### config.mk
export PLATFORM = sky130hd
export DESIGN_NAME = micro_sequencer_flat
export DESIGN_NICKNAME = d
export VERILOG_FILES = /design/src/rtl/micro_sequencer_if.sv /design/src/rtl/micro_sequencer.sv /design/src/flat_wrapper.sv
export SDC_FILE = /design/constraint.sdc
export NUM_CORES = 1
export LEC_CHECK = 0
export BUFFER_PORTS_ARGS = -buffer_cell sky130_fd_sc_hd__buf_2
export CORE_MARGIN = 10
export CORE_UTILIZATION = 30
export CTS_CLUSTER_DIAMETER = 30
export CTS_CLUSTER_SIZE = 20
export DETAILED_ROUTE_END_ITERATION = 10
export GPL_TIMING_DRIVEN = 0
export HOLD_SLACK_MARGIN = 0.02
export PLACE_DENSITY = 0.53
export SYNTH_ARGS = -nofsm -noshare
export SYNTH_HDL_FRONTEND = slang
export SYNTH_SLANG_ARGS = --single-unit
### constraint.sdc
create_clock -name clk -period 2.1 [get_ports clk]
set_clock_uncertainty 0.1 [all_clocks]
set_input_delay 0.105 -clock clk [delete_from_list [all_inputs] [get_ports clk]]
set_output_delay 0.105 -clock clk [all_outputs]
set_load 0.02 [all_outputs]
### src/rtl/micro_sequencer_if.sv
// micro_sequencer_if: handshake/bus bundle between the control-unit datapath and the micro-sequencer
//   master: drives START, BR, NXTADD, ZFLAG, OPCODE, MEMBUSY; observes ROMADDR, STALL, HALTED, ILLEGAL, INSTCOUNT
//   slave : the sequencer side of the same signals
interface micro_sequencer_if #(
  parameter int ADDR_W = 5,
  parameter int OPC_W  = 8
);
  logic              START;
  logic              BR;
  logic [ADDR_W-1:0] NXTADD;
  logic              ZFLAG;
  logic [OPC_W-1:0]  OPCODE;
  logic              MEMBUSY;
  logic [ADDR_W-1:0] ROMADDR;
  logic              STALL;
  logic              HALTED;
  logic              ILLEGAL;
  logic [15:0]       INSTCOUNT;
  modport master (
    output START, BR, NXTADD, ZFLAG, OPCODE, MEMBUSY,
    input  ROMADDR, STALL, HALTED, ILLEGAL, INSTCOUNT
  );
  modport slave (
    input  START, BR, NXTADD, ZFLAG, OPCODE, MEMBUSY,
    output ROMADDR, STALL, HALTED, ILLEGAL, INSTCOUNT
  );
endinterface

### src/rtl/micro_sequencer.sv
// micro_sequencer: picks the next microcode ROM address each rising edge (start/halt, dispatch, branch, stall)
//   clk : system clock, rising edge only
//   rst : asynchronous active-high reset
//   bus : micro_sequencer_if.slave -- START/BR/NXTADD/ZFLAG/OPCODE/MEMBUSY in,
//         ROMADDR/STALL/HALTED/ILLEGAL/INSTCOUNT out (all outputs registered)
module micro_sequencer #(
  parameter int ADDR_W = 5,
  parameter int OPC_W  = 8,
  parameter logic [ADDR_W-1:0] FETCH_ADDR    = 5'h00,
  parameter logic [ADDR_W-1:0] IDLE_ADDR     = 5'h1D,
  parameter logic [ADDR_W-1:0] HALT_CODE     = 5'h1E,
  parameter logic [ADDR_W-1:0] DISPATCH_CODE = 5'h1F
) (
  input logic clk,
  input logic rst,
  micro_sequencer_if.slave bus
);
  typedef enum logic [1:0] {IDLE, RUN, HALT} state_t;
  state_t state_q, state_d;
  logic [ADDR_W-1:0] addr_q, addr_d;
  logic stall_q, stall_d, halted_q, halted_d, ill_q, ill_d;
  logic [15:0] cnt_q, cnt_d;
  logic [ADDR_W:0] inc;
  logic bad_opc, to_halt;
  always_comb begin
    state_d  = state_q;
    addr_d   = addr_q;
    stall_d  = 1'b0;
    halted_d = halted_q;
    ill_d    = ill_q;
    cnt_d    = cnt_q;
    to_halt  = 1'b0;
    // one extra bit so stepping past the top of the address space is caught instead of wrapping
    inc      = {1'b0, addr_q} + (ADDR_W+1)'(1);
    bad_opc  = (bus.OPCODE >> ADDR_W) != '0 || bus.OPCODE[ADDR_W-1:0] >= IDLE_ADDR;
    if (state_q != RUN) begin
      addr_d   = IDLE_ADDR;
      halted_d = state_q == HALT;
      if (bus.START) begin
        state_d  = RUN;
        addr_d   = FETCH_ADDR;
        halted_d = 1'b0;
        ill_d    = 1'b0;
        cnt_d    = '0;
      end
    end else if (bus.MEMBUSY) begin
      stall_d = 1'b1;
    end else if (!bus.BR && bus.NXTADD == HALT_CODE) begin
      to_halt = 1'b1;
    end else if (!bus.BR && bus.NXTADD == DISPATCH_CODE) begin
      to_halt = bad_opc;
      ill_d   = ill_q | bad_opc;
      addr_d  = bad_opc ? addr_q : bus.OPCODE[ADDR_W-1:0];
      cnt_d   = bad_opc ? cnt_q : cnt_q + 16'd1;
    end else if (!bus.BR || bus.ZFLAG) begin
      addr_d = bus.NXTADD;
    end else begin
      to_halt = inc >= {1'b0, IDLE_ADDR};
      ill_d   = ill_q | to_halt;
      addr_d  = inc[ADDR_W-1:0];
    end
    if (to_halt) begin
      state_d  = HALT;
      addr_d   = IDLE_ADDR;
      halted_d = 1'b1;
    end
  end
  always_ff @(posedge clk or posedge rst) begin
    if (rst) begin
      state_q  <= IDLE;
      addr_q   <= IDLE_ADDR;
      stall_q  <= 1'b0;
      halted_q <= 1'b0;
      ill_q    <= 1'b0;
      cnt_q    <= '0;
    end else begin
      state_q  <= state_d;
      addr_q   <= addr_d;
      stall_q  <= stall_d;
      halted_q <= halted_d;
      ill_q    <= ill_d;
      cnt_q    <= cnt_d;
    end
  end
  assign bus.ROMADDR   = addr_q;
  assign bus.STALL     = stall_q;
  assign bus.HALTED    = halted_q;
  assign bus.ILLEGAL   = ill_q;
  assign bus.INSTCOUNT = cnt_q;
endmodule

### src/flat_wrapper.sv
// flat-port wrapper written by rule: the top's interface ports become plain ports
module micro_sequencer_flat 
#(
  parameter int ADDR_W = 5,
  parameter int OPC_W  = 8,
  parameter logic [ADDR_W-1:0] FETCH_ADDR    = 5'h00,
  parameter logic [ADDR_W-1:0] IDLE_ADDR     = 5'h1D,
  parameter logic [ADDR_W-1:0] HALT_CODE     = 5'h1E,
  parameter logic [ADDR_W-1:0] DISPATCH_CODE = 5'h1F
)
  (clk, rst, bus_START, bus_BR, bus_NXTADD, bus_ZFLAG, bus_OPCODE, bus_MEMBUSY, bus_ROMADDR, bus_STALL, bus_HALTED, bus_ILLEGAL, bus_INSTCOUNT);
  micro_sequencer_if #(.ADDR_W(ADDR_W), .OPC_W(OPC_W)) bus_i ();
  input logic clk;
  input logic rst;
  input wire logic [$bits(bus_i.START)-1:0] bus_START;
  input wire logic [$bits(bus_i.BR)-1:0] bus_BR;
  input wire logic [$bits(bus_i.NXTADD)-1:0] bus_NXTADD;
  input wire logic [$bits(bus_i.ZFLAG)-1:0] bus_ZFLAG;
  input wire logic [$bits(bus_i.OPCODE)-1:0] bus_OPCODE;
  input wire logic [$bits(bus_i.MEMBUSY)-1:0] bus_MEMBUSY;
  output wire logic [$bits(bus_i.ROMADDR)-1:0] bus_ROMADDR;
  output wire logic [$bits(bus_i.STALL)-1:0] bus_STALL;
  output wire logic [$bits(bus_i.HALTED)-1:0] bus_HALTED;
  output wire logic [$bits(bus_i.ILLEGAL)-1:0] bus_ILLEGAL;
  output wire logic [$bits(bus_i.INSTCOUNT)-1:0] bus_INSTCOUNT;
  assign bus_i.START = bus_START;
  assign bus_i.BR = bus_BR;
  assign bus_i.NXTADD = bus_NXTADD;
  assign bus_i.ZFLAG = bus_ZFLAG;
  assign bus_i.OPCODE = bus_OPCODE;
  assign bus_i.MEMBUSY = bus_MEMBUSY;
  assign bus_ROMADDR = bus_i.ROMADDR;
  assign bus_STALL = bus_i.STALL;
  assign bus_HALTED = bus_i.HALTED;
  assign bus_ILLEGAL = bus_i.ILLEGAL;
  assign bus_INSTCOUNT = bus_i.INSTCOUNT;
  micro_sequencer #(.ADDR_W(ADDR_W), .OPC_W(OPC_W), .FETCH_ADDR(FETCH_ADDR), .IDLE_ADDR(IDLE_ADDR), .HALT_CODE(HALT_CODE), .DISPATCH_CODE(DISPATCH_CODE)) u_core (.clk(clk), .rst(rst), .bus(bus_i));
endmodule
==> results of run 1 <==
critical path: stages, from the launching register on:
cell and delay [ns]:
dfrtp_1 0.38, or3b_1 0.36, buf_6 0.14, or4_4 0.42, o22ai_4 0.18, buf_6 0.16, a21oi_1 0.07, a31o_1 0.18
worst paths after layout:
kind / startpoint / endpoint / slack, ns / cells past startpoint
setup / recovery: u_core.state_q[1] / u_core.bus.INSTCOUNT[7] / 0.004 / 7
hold / removal: bus_MEMBUSY / u_core.bus.ROMADDR[1] / 0.05 / 3
setup reg to reg: u_core.state_q[1] / u_core.bus.INSTCOUNT[7] / 0.004 / 7
hold reg to reg: u_core.bus.HALTED / u_core.bus.HALTED / 0.40 / 2
max in group asynchronous: rst / u_core.bus.ROMADDR[1] / 0.80 / 3
min in group asynchronous: rst / u_core.bus.INSTCOUNT[7] / 0.50 / 3
power groups by stage:
stage / Clock [mW] / Sequential, mW / Combinational (mW)
after floorplan: 0 / 0.825 / 0.349
after global placement: 0 / 0.736 / 0.666
after detailed placement: 0 / 0.737 / 0.670
after CTS: 0.312 / 0.723 / 0.706
after global routing: 0.336 / 0.742 / 0.780
final: 0.298 / 0.718 / 0.699
final cells by class:
cell class                      instances  area [µm²]  area share, %
Timing Repair Buffer                   50       275.3          13.64
Clock buffer                            4       45.04          2.232
Tap cell                               70       87.58          4.340
Buffer                                  7       43.79          2.170
Sequential cell                        26       655.6          32.49
Multi-Input combinational cell        136       877.1          43.46
Inverter                                9       33.78          1.674
cell families after synthesis:
family | count (synthesis) | share of synthesized area (%)
compound gates | 42 | 19.75
flops | 26 | 41.55
mux | 1 | 0.6344
buf+inv | 16 | 4.361
fa+ha+maj | 3 | 2.379
xor+xnor | 9 | 4.996
simple gates | 81 | 26.33
registers in the layout (all words and copies together) (netlist names):
register              count
u_core.bus.INSTCOUNT     16
u_core.bus.ROMADDR        5
u_core.state_q            2
u_core.bus.HALTED         1
u_core.bus.ILLEGAL        1
u_core.bus.STALL          1
timing repair:
| action | 4_1_cts | 5_1_grt |
|---|---|---|
| setup buffers | 4 | 1 |
| cloned | 1 | 0 |
| gates resized for setup | 4 | 5 |
| hold buffers | 2 | 0 |
| pin swaps | 3 | 3 |
| endpoints found under the hold margin | 24 | 0 |
| setup endpoints to repair | 7 | 8 |
through the flow:
step                hold WS (ns)  setup WS, ns
finish                   0.04511      0.003501
global route             0.05955      -0.06237
CTS                      0.04612      -0.02112
detailed placement        0.2605       -0.1296
global placement          0.2502       -0.1177
floorplan                0.04205      0.008600
placed cells by master, fill, tap and decap left out, drive strengths merged, types with 2 or more instances in the layout:
| cell | synthesis | final |
|---|---|---|
| and3 | 2 | 2 |
| a21o | 3 | 3 |
| o21ai | 7 | 7 |
| and2 | 2 | 2 |
| o221a | 2 | 2 |
| xor2 | 5 | 5 |
| a41o | 2 | 2 |
| nor2 | 17 | 17 |
| nand3 | 14 | 14 |
| or4 | 3 | 3 |
| a31oi | 2 | 2 |
| xnor2 | 4 | 4 |
| nor4 | 5 | 5 |
| nand4 | 5 | 5 |
| nand2 | 17 | 17 |
| a31o | 4 | 4 |
| nor2b | 2 | 2 |
| clkbuf | 5 | 9 |
| dlygate4sd3 | 0 | 2 |
| dfstp | 4 | 4 |
| buf | 2 | 50 |
| a2111oi | 2 | 2 |
| a21oi | 8 | 8 |
| dfrtp | 22 | 22 |
| ha | 3 | 3 |
| inv | 9 | 9 |
| nor3 | 7 | 7 |
| or2 | 2 | 2 |
metal layers:
metal	wire, µm	up-vias	GRT usage [%]
li1	-	768	-
met1	2225	771	14.96
met3	182	2	2.018
met2	2372	23	19.65
met4	38	0	3.085
met5	0	-	0
==> results.toml, run 1 <==
[run_status]
status = "completed"

[cells_and_area]
postLayoutCellArea_um2 = 2018
instances_no_fill = 302
syn_to_final_growth_pct = 27.91
fin_nets = 255
antenna_cells = 0
nFillCells = 539
drive_gt1_share_pct = 29.74
fin_util_pct = 39.51

[clock_network]
insertion_delay_ns = 0.27
cts_buffer_depth = 2
cts_tree = "done"
cts.sinks = 26
clkTransAtPathRegs_ns = 0.10
cts_root_buf = "clkbuf_8"
cts_made_buffers = 3
htree_num_levels = 1

[synth]
postSynthCellCount = 178
synth_nets = 200
syn-cell-area_um2 = 1578
syn_avg_cell_area_um2 = 8.864
yosysMostFrequentCell = "dfrtp_1"
synth_cell_type_count = 50
synthFlopType = "dfrtp_1"
synth_edf_count = 0
yosysSeqAreaShare_pct = 41.55
netlist.top_cell.by_area = "dfrtp_1"
yosys_warnings = 0
yosysTopAreaCellShare_pct = 34.89
async_reset_ff_share_pct = 100.0
synth_area_leaders = "dfrtp_1 35%, dfstp_2 6.7%, nand3_1 4.4%"
synthTopCellsByCount = "22 x dfrtp_1, 17 x nand2_1, 17 x nor2_1"
ys_ff_latch = 26

[critical_path]
required_ns = 2.17
path_class = "reg2reg"
worstPathMaxFanout = 5
end_kind = "flip-flop"
cp-start-kind = "flip-flop"
cp.arrival_ns = 2.17

[detailed_routing]
drt-total-wl_um = 4819
drt_iter0_drc = 127
drc = 0
ant_nets = 0
wl_per_cell_um = 15.96
vias = 1564
via_per_inst = 5.179
dr.pass1.iters = 4

[sta]
tns_ns = 0
finalSetupViolations = 0
relSlewSlack_pct = 34.14
worstMarginPinSlew_ns = 0.9868
rsz0062_at_grt = "yes"
fin_crit_sh_pct = 99.83
max_freq_mhz = 477.0
hold_violations = 0
slew_viol_final = 0
post-route-min-period_ns = 2.096

[power_and_ir_drop]
switching_share_pct = 39.78
seqPwrFrac_pct = 41.9
power_mw = 1.715
p_sw_mw = 0.6823
power_frac_clock_pct = 17.4
p_comb_share_pct = 40.8
ir_worst_vdd_v = 0.0002738
power_density_nw_per_um2 = 850.0
p_leak_nw = 0.9313
p_int_mw = 1.033

[place]
gp_congestion = 0.7863
post_dp_cell_area_um2 = 1883
port_buffers = 42
placed_cells = 290
dp_hpwl_um = 3573

[global_route]
grt_usage_pct = 11.65
grt_pass1_wl_um = 8252
antenna_found_initial = 0
grt.overflow.total = 0
grt_max_degree = 27
grt_pass1_vias = 1636

[die]
rows = 26
core_um2 = 5107
start_util_pct = 30.89
die_width_um = 92.52
pin_count = 43
fp.dieH_um = 92.52
dieArea_um2 = 8560

[flow_run]
max_cap_violations = 0

[hold_path]
hp-class = "in2reg"
Power figures use the tool's default switching activity.
==> run 2, diff against run 1 <==
CAP_MARGIN = 5   (was not set)
CORE_UTILIZATION = 47   (was 30)
PLACE_DENSITY = 0.77   (was 0.53)
==> results.toml, run 2 (same netlist as run 1, synthesis figures left out) <==
[global_route]
grt_usage_pct = 13.64
grt_max_degree = 27
grt_use_met3_pct = 3.802
grt_busiest_layer = "met2"
grt_pass1_wl_um = 7107
antenna_found_initial = 0
grt.overflow.total = 0
met2_usage_pct = 20.98
met1_usage_pct = 18.49
grt_pass1_vias = 1487

[place]
placed_cells = 264
gp_congestion = 0.8811
port_buffers = 42
dp_hpwl_um = 3172

[critical_path]
r2r_slack_ns = 0.05
cp.arrival_ns = 2.18
path_class = "reg2reg"
cp-start-kind = "flip-flop"
timing.rr.start = "u_core.state_q[1]"
r2r-end = "u_core.bus.INSTCOUNT[13]"
worstRegToRegCells = 6
worstPathMaxFanout = 5
end_kind = "flip-flop"
required_ns = 2.23

[detailed_routing]
wl_per_cell_um = 15.14
via_per_inst = 5.623
dr.pass1.iters = 4
drt-total-wl_um = 4179
ant_nets = 0
drt_iter0_drc = 157
drc = 0
vias = 1552

[cells_and_area]
syn_to_final_growth_pct = 24.11
layout_commonest_cell = "buf_2"
layout_common_cells = "43 x buf_2, 20 x dfrtp_1, 17 x nand2_1, 17 x nor2_1, 14 x nand3_1"
antenna_cells = 0
fin_nets = 255
instances_no_fill = 276
drive_gt1_share_pct = 29.74
largest_reg_flops = 16
fin_util_pct = 62.60

[sta]
fin_crit_sh_pct = 97.82
max_freq_mhz = 486.8
tns_ns = 0
post-route-min-period_ns = 2.054
worstMarginPinSlew_ns = 0.9386
whs_ns = 0.05537
hold_violations = 0
relSlewSlack_pct = 37.36
finalSetupViolations = 0
slew_viol_final = 0

[die]
die_width_um = 77.94
start_util_pct = 50.44
pin_count = 43
core_um2 = 3128
dieArea_um2 = 6075
fp.dieH_um = 77.94
rows = 20

[hold_path]
min_path_cells = 3
hp-class = "in2reg"
min-delay-start = "bus_MEMBUSY"
min_to = "u_core.bus.STALL"

[power_and_ir_drop]
power_density_nw_per_um2 = 838.5
p_leak_nw = 0.9179
ir_worst_vdd_v = 0.0004882

[clock_network]
cts.sinks = 26
cts_made_buffers = 3
htree_num_levels = 1
cts_buffer_depth = 2
cts_root_buf = "clkbuf_4"
cts_tree = "done"
clkTransAtPathRegs_ns = 0.14
insertion_delay_ns = 0.32

[flow_run]
max_cap_violations = 0

[run_status]
status = "completed"
run 2: cell count changes in the layout (fill, tap and decap cells not counted), moves of 2 or more:
cell and change:
clkbuf_4 +3, clkbuf_8 -3, dfrtp_1 -2, dfrtp_2 +2
run 2: where the power goes:
part / switching [mW] / internal (mW)
combinational: 0.420 / 0.275
clock: 0.151 / 0.0745
sequential: 0.0996 / 0.622
total: 0.670 / 0.972
run 2: worst max-delay path by stage:
stage | start | end | slack [ns]
floorplan | u_core.state_q[1] | u_core.bus.INSTCOUNT[13] | 0.009
global placement | u_core.state_q[1] | u_core.bus.INSTCOUNT[13] | -0.08
detailed placement | u_core.state_q[1] | u_core.bus.INSTCOUNT[13] | -0.12
CTS | u_core.state_q[1] | u_core.bus.ROMADDR[3] | 0.04
global route | u_core.state_q[1] | u_core.bus.INSTCOUNT[13] | -0.00006
finish | u_core.state_q[1] | u_core.bus.INSTCOUNT[13] | 0.05
run 2: timing repair:
item                                    in CTS  in global routing
pin swaps                                    3                  0
gates resized for setup                      1                  7
cloned                                       1                  0
endpoints found under the setup margin       7                  6
endpoints found under the hold margin       26                  0
buffers inserted                             5                  0
hold buffers                                 3                  0
run 2: metal layers:
metal	vias up	wire (µm)
met2	52	1911
met5	-	0
met3	2	309
met1	728	1946
li1	770	-
met4	0	12
run 2: layout make-up:
type                    count  area [µm²]
fillers                   296        1170
multi-input cells         136       869.6
flip-flops and latches     26       658.1
repair buffers             51       282.8
well taps                  44       55.05
inverters                   9       33.78
plain buffers               6       32.53
clock buffers               4       26.28
run 2: metrics by stage:
step           worst slack (ns)  instance area [µm²]  power (mW)
6_report                0.04575                 1958       1.642
5_1_grt             -0.00006484                 1958       1.761
4_1_cts                 0.03557                 1947       1.641
3_5_place_dp            -0.1180                 1851       1.390
3_3_place_gp           -0.08240                 1851       1.381
2_1_floorplan          0.008600                 1585       1.174
run 2: worst max-delay path, cell delays in order, from the launching register on:
cell	delay [ns]
dfrtp_1	0.41
or3b_4	0.41
or4_4	0.44
o22ai_4	0.20
buf_6	0.15
a21oi_1	0.05
a31o_1	0.21
==> run 3, diff against run 2 <==
CORE_MARGIN = 2   (was 10)
==> results.toml, run 3 (same netlist as run 1, synthesis figures left out) <==
[die]
rows = 21
pin_count = 43
start_util_pct = 48.04
dieArea_um2 = 3837
die_width_um = 61.94
fp.dieH_um = 61.94
core_um2 = 3284

[run_status]
status = "completed"

[critical_path]
cp.arrival_ns = 2.17
path_class = "reg2reg"
end_kind = "flip-flop"
timing.rr.start = "u_core.state_q[1]"
crit_buf_inv = 1
cp-start-kind = "flip-flop"
crit_slowest_cell = "or4_4"
worstPathMaxFanout = 5
r2r-end = "u_core.bus.INSTCOUNT[11]"
worstRegToRegCells = 6
critPathMaxStageDelay_ns = 0.44
crit_family = "simple AND/OR/NAND/NOR gates"
required_ns = 2.23
crit_chain = "or3b_4 -> or4_4 -> o22ai_4 -> buf_6 -> a21oi_1 -> a31o_1"
r2r_slack_ns = 0.06

[detailed_routing]
drt_iter0_drc = 99
ant_nets = 0
drc = 0
vias = 1553
wl_per_cell_um = 14.24
dr.pass1.iters = 4
via_per_inst = 5.627
drt-total-wl_um = 3929

[sta]
max_freq_mhz = 489.2
rsz0062_at_grt = "no"
worstMarginPinSlew_ns = 0.9775
whs_ns = 0.04905
fin_ws_ns = 0.05597
finalSetupViolations = 0
tns_ns = 0
post-route-min-period_ns = 2.044
hold_violations = 0
relSlewSlack_pct = 34.76
slew_viol_final = 0
fin_crit_sh_pct = 97.33

[cells_and_area]
antenna_cells = 0
layout_common_cells = "43 x buf_2, 22 x dfrtp_1, 17 x nand2_1, 17 x nor2_1, 14 x nand3_1"
nFillCells = 313
instances_no_fill = 276
postLayoutCellArea_um2 = 1956
fin_nets = 253
seqCellArea_um2 = 655.6
fin_util_pct = 59.54
drive_gt1_share_pct = 28.70
syn_to_final_growth_pct = 23.95
largest_reg_flops = 16
multiInputGateArea_um2 = 873.3
layout_commonest_cell = "buf_2"

[clock_network]
htree_num_levels = 1
insertion_delay_ns = 0.32
cts_root_buf = "clkbuf_4"
cts.sinks = 26
clkTransAtPathRegs_ns = 0.14
cts_buffer_depth = 2
cts_tree = "done"
cts_made_buffers = 3

[place]
post-place-ws_ns = -0.1159
dp_hpwl_um = 2805
post_dp_cell_area_um2 = 1853
placed_cells = 266
gp_congestion = 0.8840
port_buffers = 42

[global_route]
grt_pass1_wl_um = 6465
grt_usage_pct = 22.11
grt_pass1_vias = 1391
grt_max_degree = 27
antenna_found_initial = 0
grt.overflow.total = 0

[hold_path]
min_path_cells = 3
min_to = "u_core.bus.STALL"
hp-class = "in2reg"
min-delay-start = "bus_MEMBUSY"

[power_and_ir_drop]
power_mw = 1.653
power_density_nw_per_um2 = 845.4
ir_worst_vdd_v = 0.0003997
p_leak_nw = 0.9131

[flow_run]
max_cap_violations = 0
[run 3: cell types whose count changed in the layout (fill, tap and decap cells not counted)]
cell	delta
a21oi_1	-1
buf_4	-2
clkbuf_8	+1
dfrtp_1	+2
a21oi_2	+1
dfrtp_2	-2
clkbuf_2	-1
[run 3: worst register-to-register path, cell delays in order, from the launching register on]
cell	delay, ns
dfrtp_1	0.42
or3b_4	0.42
or4_4	0.44
o22ai_4	0.18
buf_6	0.16
a21oi_1	0.06
a31o_1	0.18
[run 3: worst max-delay path by stage]
stage                      start                        to  slack (ns)  cells after the start
2_1_floorplan  u_core.state_q[1]  u_core.bus.INSTCOUNT[13]       0.009                      7
3_3_place_gp   u_core.state_q[1]  u_core.bus.INSTCOUNT[13]        -0.1                      7
3_5_place_dp   u_core.state_q[1]   u_core.bus.INSTCOUNT[7]       -0.12                      7
4_1_cts        u_core.state_q[0]   u_core.bus.INSTCOUNT[7]        0.03                      6
5_1_grt        u_core.state_q[1]   u_core.bus.INSTCOUNT[7]      0.0002                      6
6_report       u_core.state_q[1]  u_core.bus.INSTCOUNT[11]        0.06                      6
[run 3: metal layers]
layer / share of wire (%) / GRT usage [%]
met1: 45 / 31.13
met4: 1.5 / 7.295
met5: 0 / 0
met2: 47 / 35.71
met3: 6.1 / 2.070
[run 3: layout make-up]
type,count,area share (%)
Buffer,6,1.599
Timing Repair Buffer,49,13.69
Inverter,9,1.727
Multi-Input combinational cell,136,44.66
Clock buffer,4,1.855
Sequential cell,26,33.53
Tap cell,46,2.943
[run 3: repair_timing]
| action | in CTS | in global routing |
|---|---|---|
| cloned | 1 | 0 |
| hold buffers | 3 | 0 |
| endpoints found under the setup margin | 7 | 5 |
| setup buffers | 2 | 1 |
| gates resized for setup | 3 | 1 |
| hold endpoints to repair | 26 | 0 |
| pin swaps | 3 | 1 |
[run 3: power by group]
| part | leakage [nW] | switching (mW) | internal [mW] |
|---|---|---|---|
| registers | 0.338 | 0.0972 | 0.622 |
| clock network | 0.0210 | 0.149 | 0.106 |
| logic | 0.554 | 0.410 | 0.269 |
